<file path="src/rtl/serial_adder_pkg.sv">
// Shared definitions for the bit-serial adder: state encoding and default width.
package serial_adder_pkg;

    localparam int DEFAULT_WIDTH = 8;

    // 2'd3 is never entered; the FSM treats it as a request to return to IDLE.
    typedef enum logic [1:0] {
        IDLE = 2'd0,
        RUN  = 2'd1,
        FIN  = 2'd2
    } state_t;

endpackage : serial_adder_pkg

</file>
<file path="src/rtl/half_adder.sv">
// One-bit half adder: the combinational sum/carry primitive.
module half_adder (
    input  logic i_a,
    input  logic i_b,
    output logic o_s,
    output logic o_c
);

    assign o_s = i_a ^ i_b;
    assign o_c = i_a & i_b;

endmodule : half_adder

</file>
<file path="src/rtl/serial_adder_full_adder.sv">
// One-bit full adder built from two half adders plus an OR of their carries.
module full_adder (
    input  logic i_x,
    input  logic i_y,
    input  logic i_z,
    output logic o_s,
    output logic o_c
);

    logic w_s1;
    logic w_c1;
    logic w_c2;

    half_adder u_ha0 (
        .i_a (i_x),
        .i_b (i_y),
        .o_s (w_s1),
        .o_c (w_c1)
    );

    half_adder u_ha1 (
        .i_a (w_s1),
        .i_b (i_z),
        .o_s (o_s),
        .o_c (w_c2)
    );

    // At most one of the two stage carries can be set, so OR completes the carry.
    assign o_c = w_c1 | w_c2;

endmodule : full_adder

</file>
<file path="src/rtl/serial_adder.sv">
// Bit-serial WIDTH-bit adder, LSB first, one bit per clock, start/done handshake.
//
//   state | meaning
//   ------+------------------------------------------------------------
//   IDLE  | waiting for START; outputs hold the last result
//   RUN   | one operand bit pair added per clock, BUSY high
//   FIN   | result just committed, DONE high; may accept a new START
module serial_adder
    import serial_adder_pkg::*;
#(
    parameter int WIDTH = DEFAULT_WIDTH
) (
    input  logic             i_clk,
    input  logic             i_rst_n,
    input  logic             i_start,
    input  logic [WIDTH-1:0] i_a,
    input  logic [WIDTH-1:0] i_b,
    input  logic             i_cin,
    output logic             o_busy,
    output logic             o_done,
    output logic [WIDTH-1:0] o_sum,
    output logic             o_cout
);

    localparam int CW = $clog2(WIDTH) + 1;

    state_t           r_state;
    state_t           w_state_next;
    logic [WIDTH-1:0] r_a_sr;
    logic [WIDTH-1:0] r_b_sr;
    logic [WIDTH-1:0] r_sum_sr;
    logic             r_carry;
    logic [CW-1:0]    r_cnt;
    logic [WIDTH-1:0] r_sum;
    logic             r_cout;

    logic             w_fa_s;
    logic             w_fa_c;
    logic             w_last;
    logic             w_accept;
    logic [WIDTH-1:0] w_sum_next;

    full_adder u_fa (
        .i_x (r_a_sr[0]),
        .i_y (r_b_sr[0]),
        .i_z (r_carry),
        .o_s (w_fa_s),
        .o_c (w_fa_c)
    );

    assign w_last   = (r_cnt == CW'(WIDTH - 1));
    assign w_accept = i_start && ((r_state == IDLE) || (r_state == FIN));

    // New sum bit enters from the MSB side so the LSB lands at bit 0 after WIDTH shifts.
    always_comb begin
        w_sum_next            = r_sum_sr >> 1;
        w_sum_next[WIDTH-1]   = w_fa_s;
    end

    // State register.
    always_ff @(posedge i_clk or negedge i_rst_n) begin
        if (!i_rst_n) begin
            r_state <= IDLE;
        end else begin
            r_state <= w_state_next;
        end
    end

    // Next-state logic; FIN accepts START directly so back-to-back adds have no bubble.
    always_comb begin
        w_state_next = IDLE;
        case (r_state)
            IDLE:    w_state_next = i_start ? RUN : IDLE;
            RUN:     w_state_next = w_last ? FIN : RUN;
            FIN:     w_state_next = i_start ? RUN : IDLE;
            default: w_state_next = IDLE;
        endcase
    end

    // Operand capture, serial datapath and result commit.
    always_ff @(posedge i_clk or negedge i_rst_n) begin
        if (!i_rst_n) begin
            r_a_sr   <= '0;
            r_b_sr   <= '0;
            r_sum_sr <= '0;
            r_carry  <= 1'b0;
            r_cnt    <= '0;
            r_sum    <= '0;
            r_cout   <= 1'b0;
        end else if (w_accept) begin
            r_a_sr   <= i_a;
            r_b_sr   <= i_b;
            r_carry  <= i_cin;
            r_cnt    <= '0;
            r_sum_sr <= '0;
        end else if (r_state == RUN) begin
            r_a_sr   <= r_a_sr >> 1;
            r_b_sr   <= r_b_sr >> 1;
            r_sum_sr <= w_sum_next;
            r_carry  <= w_fa_c;
            r_cnt    <= r_cnt + CW'(1);
            if (w_last) begin
                r_sum  <= w_sum_next;
                r_cout <= w_fa_c;
            end
        end
    end

    assign o_busy = (r_state == RUN);
    assign o_done = (r_state == FIN);
    assign o_sum  = r_sum;
    assign o_cout = r_cout;

endmodule : serial_adder

</file>
<file path="config.mk">
export PLATFORM = sky130hd
export DESIGN_NAME = serial_adder
export DESIGN_NICKNAME = d
export VERILOG_FILES = /design/src/rtl/serial_adder_pkg.sv /design/src/rtl/half_adder.sv /design/src/rtl/serial_adder_full_adder.sv /design/src/rtl/serial_adder.sv
export SDC_FILE = /design/constraint.sdc
export NUM_CORES = 1
export LEC_CHECK = 0
export BUFFER_PORTS_ARGS = -buffer_cell sky130_fd_sc_hd__buf_2
export CORE_ASPECT_RATIO = 1.4
export CORE_MARGIN = 2
export CORE_UTILIZATION = 25
export CTS_CLUSTER_SIZE = 14
export DETAILED_ROUTE_END_ITERATION = 12
export HOLD_SLACK_MARGIN = 0.15
export PLACE_DENSITY = 0.44
export SYNTH_ARGS = -nofsm -noshare
export SYNTH_HDL_FRONTEND = slang
export SYNTH_SLANG_ARGS = --single-unit
</file>
<file path="constraint.sdc">
create_clock -name i_clk -period 2.5 [get_ports i_clk]
set_clock_uncertainty 0.15 [all_clocks]
set_input_delay 0.625 -clock i_clk [delete_from_list [all_inputs] [get_ports i_clk]]
set_output_delay 0.625 -clock i_clk [all_outputs]
set_load 0.01 [all_outputs]
</file>
==> impl_results.md, run 1 <==
- Status: completed
- Arrival time at the worst endpoint: 1.22 ns
- Most frequent cells in the layout: dfrtp_1 (39), buf_2 (30), nand2_1 (16), a22o_1 (14), mux2i_1 (12)
- Setup ws final: 0.503 ns
- Final total power: 2.60 mW
- CTS Hold Buffers Added: 0
- Synth unique cells: 20
- Filler cell count: 630
- Final Slew Violations: 0
- H-tree levels: 2
- Port bufs: 30
- Rel. slew slack: 0.615
- Critical path type: reg -> out
- Post-Synthesis Cells: 127
- Setup violators final: 0
- Clk_lat worst skew: 0.29 ns
- Placeable Area: 6250 µm²
- Total length of routed wires: 3.19 mm
- Worst Max-Slew Pin Slew: 0.577 ns
- Clk root buf: clkbuf_8
- CTS tree: yes
- Max Cap Violations: 0
- Post-CTS setup buffer count: 0
- Fin area: 2010 µm²
- Share of cells above drive strength 1: 0.350
- Synth Cell Area: 1630 µm²
- Via-to-Cell Ratio: 4.61
- Num rows: 34
- Placed Instances: 227
- Seq/Total Area, Yosys: 0.597
- Worst-path maximum fanout: 16
- Non-Filler Instances: 235
- DR DRC count: 0
- CP required: 1.73 ns
- Ant. Diodes: 0
- Clock edge transition at the registers on the reported setup and hold paths: 0.08 ns
- Vias in the first global route: 1187
- Seq cells post-synth: 39
- Share of the synthesized area in the top cell type: 0.597
- Global-route wire length before repair: 5.75 mm
- Hpwl dp: 2.30 mm
- CTS Buf Count: 5
- Critical path startpoint category: register
- Yosys warns: 0
- Area grow syn2layout: 23.0%
- Largest net degree at the start of global routing: 31
- Synth area leader: dfrtp_1
- Die outline width: 72.3 µm
- Total GRT Usage: 0.103
- Die Ht: 99.7 µm
- Fin nets: 184
- Post-layout util: 0.321
- Final Cycle Share: 0.799
- Final Hold Vio Count: 0
- Total number of vias: 1083
- Max Root-Sink Buffers: 2
- Setup Total Neg Slack: 0 ns
- Initial core utilization: 0.261
- Avg Cell Area, Syn: 12.9 µm²
- Achievable frequency: 501 MHz
- Die ar.: 7210 µm²
- Initial antenna violation count: 0
- WL/cell: 13.6 µm
- Commonest non-fill, non-tap cell in the layout: dfrtp_1
- Post-Syn Nets: 149
- Unrepaired setup endpoints after global routing: false
- Synth area leaders: dfrtp_1 (60%), a22o_1 (7.5%), mux2i_1 (7.4%)
- GP Congestion: 0.733
- Pre-CTS setup slack: 0.673 ns
- Global route overflow: 0
- Worst vdd ir: 0.000435 V
- Routed Antenna Nets: 0
- CTS resizes: 0
- Ports: 31
- Leak: 1.02 nW
- Critical Path Sink Type: output port
- Fin crit period: 2.00 ns
- Drt pass-1 iters: 4
- DRT iter0 DRCs: 57
- Sink Count: 39
- DP Area: 1870 µm²
- HP Class: in -> async
- PwrDens: 1290 nW/µm²
- Hold_ws: 0.178 ns
[worst max-delay path, cell delays in order (launching register included)]
cell	delay [ns]
dfrtp_1	0.37
and2b_4	0.38
buf_2	0.18
[path summary, 6_finish.rpt]
kind,slack [ns],startpoint,cells past startpoint,to
worst max-delay path,0.50,r_state[1]$_DFF_PN0_,2,o_busy
worst min-delay path,0.18,i_rst_n,1,r_a_sr[0]$_DFFE_PN0P_
worst max register to register,0.73,r_state[1]$_DFF_PN0_,5,r_sum_sr[1]$_DFFE_PN0P_
worst min register to register,0.34,r_a_sr[1]$_DFFE_PN0P_,1,r_a_sr[1]$_DFFE_PN0P_
max in group asynchronous,1.48,i_rst_n,2,r_state[0]$_DFF_PN0_
min in group i_clk,0.34,r_a_sr[1]$_DFFE_PN0P_,1,r_a_sr[1]$_DFFE_PN0P_
[synth_stat cells]
library cell   n
mux2i_1       12
dfrtp_1       39
a22o_1        14
ha_1           1
and2b_4        1
xnor2_1        1
a21oi_1        1
mux2_2        10
fa_1           1
clkbuf_1       1
nand2_1       16
a21o_1         5
nor2_1         2
nand4_1        1
o21ai_0       11
nor3b_2        1
buf_4          4
nor2b_1        2
nand2b_1       1
buf_2          3
[cell type report]
cell class	instances	area [µm²]	area share
sequential	39	976	0.486
clock inverter	3	67.6	0.0336
clock buffer	5	68.8	0.0342
multi-input combinational	80	612	0.304
tap	72	90.1	0.0448
timing repair buffer	36	195	0.0971
[flip-flops by register name (all words and copies together) (netlist names)]
name	count
o_sum	8
r_sum_sr	7
r_carry	1
r_a_sr	8
r_b_sr	8
r_cnt	4
o_cout	1
r_state	2
[cells by family (layout without fill, tap and decap cells)]
group           Yosys count  after routing  synth area share
xor+xnor                  1              1           0.00536
mux                      22             22             0.142
fa+ha+maj                 2              2            0.0199
flops                    39             39             0.597
buf+inv                   8             44            0.0299
compound gates           31             31             0.135
simple gates             24             24            0.0704
[power by group]
| group | switching (mW) | internal, mW | leakage [nW] |
|---|---|---|---|
| Clock | 0.222 | 0.398 | 0.0644 |
| Combinational | 0.430 | 0.469 | 0.453 |
| Sequential | 0.176 | 0.905 | 0.500 |
[layer usage]
layer  global-route usage  vias to the layer above  routed length [µm]
met5                    0                        -                   0
met4               0.0435                        0                  60
met3               0.0334                        5                 211
met2                0.174                       34                1530
met1                0.118                      522                1390
li1                     -                      522                   -
No activity file was read; power rests on OpenSTA's default activity.
==> inputs of run 2 (changes only) <==
Settings changed: PLACE_DENSITY 0.44 to 0.46.
Clock period 2.5 ns to 1.8 ns, I/O delays scaled along.
==> run 2 against run 1 <==
Effect of this change:
- via count shrank 1.3%
- die area stayed put
- routed wire length is 4.0% lower
- sequential power rose by 39%
- final cell count rose by 0.85%
- power grew 30%
- combinational power rose by 51%
- non-clock buffer count grew 4
- count of clock-buffer cells in the layout grew 1
- core utilization is 0.080 points lower
- critical path depth up 1
- critical path type unchanged
- critical endpoint unchanged
- largest power group unchanged
==> impl_results.md, run 2 (synthesis results as in run 1) <==
- Status: completed
- Fin nets: 188 (+2.2%)
- Ant. Diodes: 0 (unchanged)
- Initial core utilization: 0.261 (unchanged)
- Most frequent cells in the layout: dfrtp_1 (39), buf_2 (30), nand2_1 (16), a22o_1 (14), mux2i_1 (12)
- DRT iter0 DRCs: 25 (-56%)
- CTS Buf Count: 5 (unchanged)
- Global-route wire length before repair: 5.49 mm (-4.6%)
- Fin crit period: 1.74 ns
- GP Congestion: 0.757 (+3.2%)
- Ports: 31 (unchanged)
- Total number of vias: 1069 (-1.3%)
- Port bufs: 30 (unchanged)
- Switch share: 0.335 (+0.0164)
- HP Class: in -> reg
- Total GRT Usage: 0.0978 (-0.00518)
- Clock share of power: 0.157 (-0.081)
- Die Ht: 99.7 µm (unchanged)
- Final Cycle Share: 0.967
- Drt pass-1 iters: 5 (+1)
- Area grow syn2layout: 22.7%
- Area of the multi-input gates: 614 µm² (+0.41%)
- Sink Count: 39 (unchanged)
- Worst vdd ir: 0.000565 V (+30%)
- Filler cell count: 646 (+2.5%)
- Logic pwr share: 0.401 (+0.055)
- Rel. slew slack: 0.639 (+0.0235)
- Critical path type: reg -> out
- Clock edge transition at the registers on the reported setup and hold paths: 0.07 ns (about the same)
- H-tree levels: 2 (unchanged)
- Global route overflow: 0 (unchanged)
- Initial antenna violation count: 0 (unchanged)
- DR DRC count: 0 (unchanged)
- Unrepaired setup endpoints after global routing: false
- Worst path max stage delay: 0.37 ns (about the same)
- Switching power: 1.13 mW (+37%)
- Total length of routed wires: 3.06 mm (-4.0%)
- Grt met2 use: 0.156 (-0.0176)
- Critical path, cell by cell: and2b_4 > buf_8 > buf_2
- Setup Total Neg Slack: 0 ns (unchanged)
- CP top delay family: flip-flops
- Via-to-Cell Ratio: 4.51 (-2.1%)
- Fin area: 2000 µm² (-0.25%)
- Worst Max-Slew Pin Slew: 0.541 ns (-0.0358 ns)
- Hpwl dp: 2.24 mm (-2.5%)
- Final Slew Violations: 0 (unchanged)
- Clk_lat worst skew: 0.28 ns (about the same)
- Critical Path Sink Type: output port
- WL/cell: 12.9 µm (-4.8%)
- CTS tree: yes
- Achievable frequency: 575 MHz
- Die ar.: 7210 µm² (unchanged)
- Final Hold Vio Count: 0 (unchanged)
- M3 GR Usage: 0.0344 (+0.00101)
- Arrival time at the worst endpoint: 1.14 ns (-0.08 ns)
- Clk root buf: clkbuf_8
- FF+latch area: 976 µm² (unchanged)
- Routed Antenna Nets: 0 (unchanged)
- Met1 usage: 0.119 (+0.00144)
- Share of cells above drive strength 1: 0.352 (+0.00182)
- Gr busiest metal: met2
- Worst-path maximum fanout: 4 (-12)
- Slowest CP cell: dfrtp_1
- Leak: 1.02 nW (-0.17%)
- Largest net degree at the start of global routing: 30 (-3.2%)
- Critical path startpoint category: register
- Commonest non-fill, non-tap cell in the layout: dfrtp_1
- CP Buf/Inv Count: 2 (+1)
- Max Root-Sink Buffers: 2 (unchanged)
- Num rows: 34 (unchanged)
- Placeable Area: 6250 µm² (unchanged)
- Vias in the first global route: 1152 (-2.9%)
- DP Area: 1890 µm² (+1.1%)
- CP required: 1.20 ns (-0.53 ns)
- Max Cap Violations: 0 (unchanged)
- Pint: 2.25 mW (+27%)
- Die outline width: 72.3 µm (unchanged)
- Sequential Power Share: 0.442 (+0.026)
- PwrDens: 1690 nW/µm² (+31%)
- Setup violators final: 0 (unchanged)
run 2: worst paths after layout:
| kind | from | to | slack, ns | depth (start not counted) |
|---|---|---|---|---|
| setup / recovery | r_state[1]$_DFF_PN0_ | o_busy | 0.06 | 3 |
| hold / removal | i_b[5] | r_b_sr[5]$_DFFE_PN0P_ | 0.22 | 3 |
| setup reg to reg | r_cnt[0]$_DFFE_PN0P_ | o_sum[2]$_DFFE_PN0P_ | 0.14 | 5 |
| hold reg to reg | r_a_sr[1]$_DFFE_PN0P_ | r_a_sr[1]$_DFFE_PN0P_ | 0.34 | 1 |
| max in group asynchronous | i_rst_n | o_sum[2]$_DFFE_PN0P_ | 0.57 | 3 |
| min in group asynchronous | i_rst_n | r_b_sr[4]$_DFFE_PN0P_ | 0.47 | 2 |
run 2: layout make-up:
type | instances | share of cell area
clock buffers | 6 | 0.0362
multi-input cells | 80 | 0.306
flip-flops and latches | 39 | 0.487
well taps | 72 | 0.0449
repair buffers | 40 | 0.125
run 2: per-stage QoR:
step	hold slack, ns	cells	worst slack (ns)	total power [mW]	utilization
final	0.217	237	0.0603	3.39	0.321
after global routing	0.219	237	0.00630	3.68	0.321
after CTS	0.212	236	0.0367	3.42	0.318
after detailed placement	0.260	228	-0.0620	2.83	0.303
after global placement	0.253	228	-0.0145	2.79	0.303
after floorplan	0.00441	127	0.258	2.44	-
run 2: routing by layer:
layer  wire length (µm)  vias up
met5                  0        -
met4                 67        0
met3                156        5
met1               1340      513
met2               1500       24
li1                   -      527
run 2: worst min-delay path, stage by stage:
cell and delay (ns):
buf_2 0.07, nand2_1 0.03, o21ai_0 0.06
run 2: timing repair:
| action | 4_1_cts | 5_1_grt |
|---|---|---|
| gates cloned | 0 | 0 |
| hold buffers | 1 | 0 |
| endpoints found under the hold margin | 16 | 0 |
| buffers inserted | 1 | 1 |
| endpoints found under the setup margin | 1 | 10 |
| resized for setup | 2 | 2 |
run 2: power by group through the flow:
stage | Clock [mW] | Sequential, mW | Combinational [mW]
after global routing | 0.599 | 1.55 | 1.53
after detailed placement | 0 | 1.51 | 1.32
after CTS | 0.557 | 1.50 | 1.37
after floorplan | 0 | 1.49 | 0.944
after global placement | 0 | 1.50 | 1.28
final | 0.532 | 1.50 | 1.36
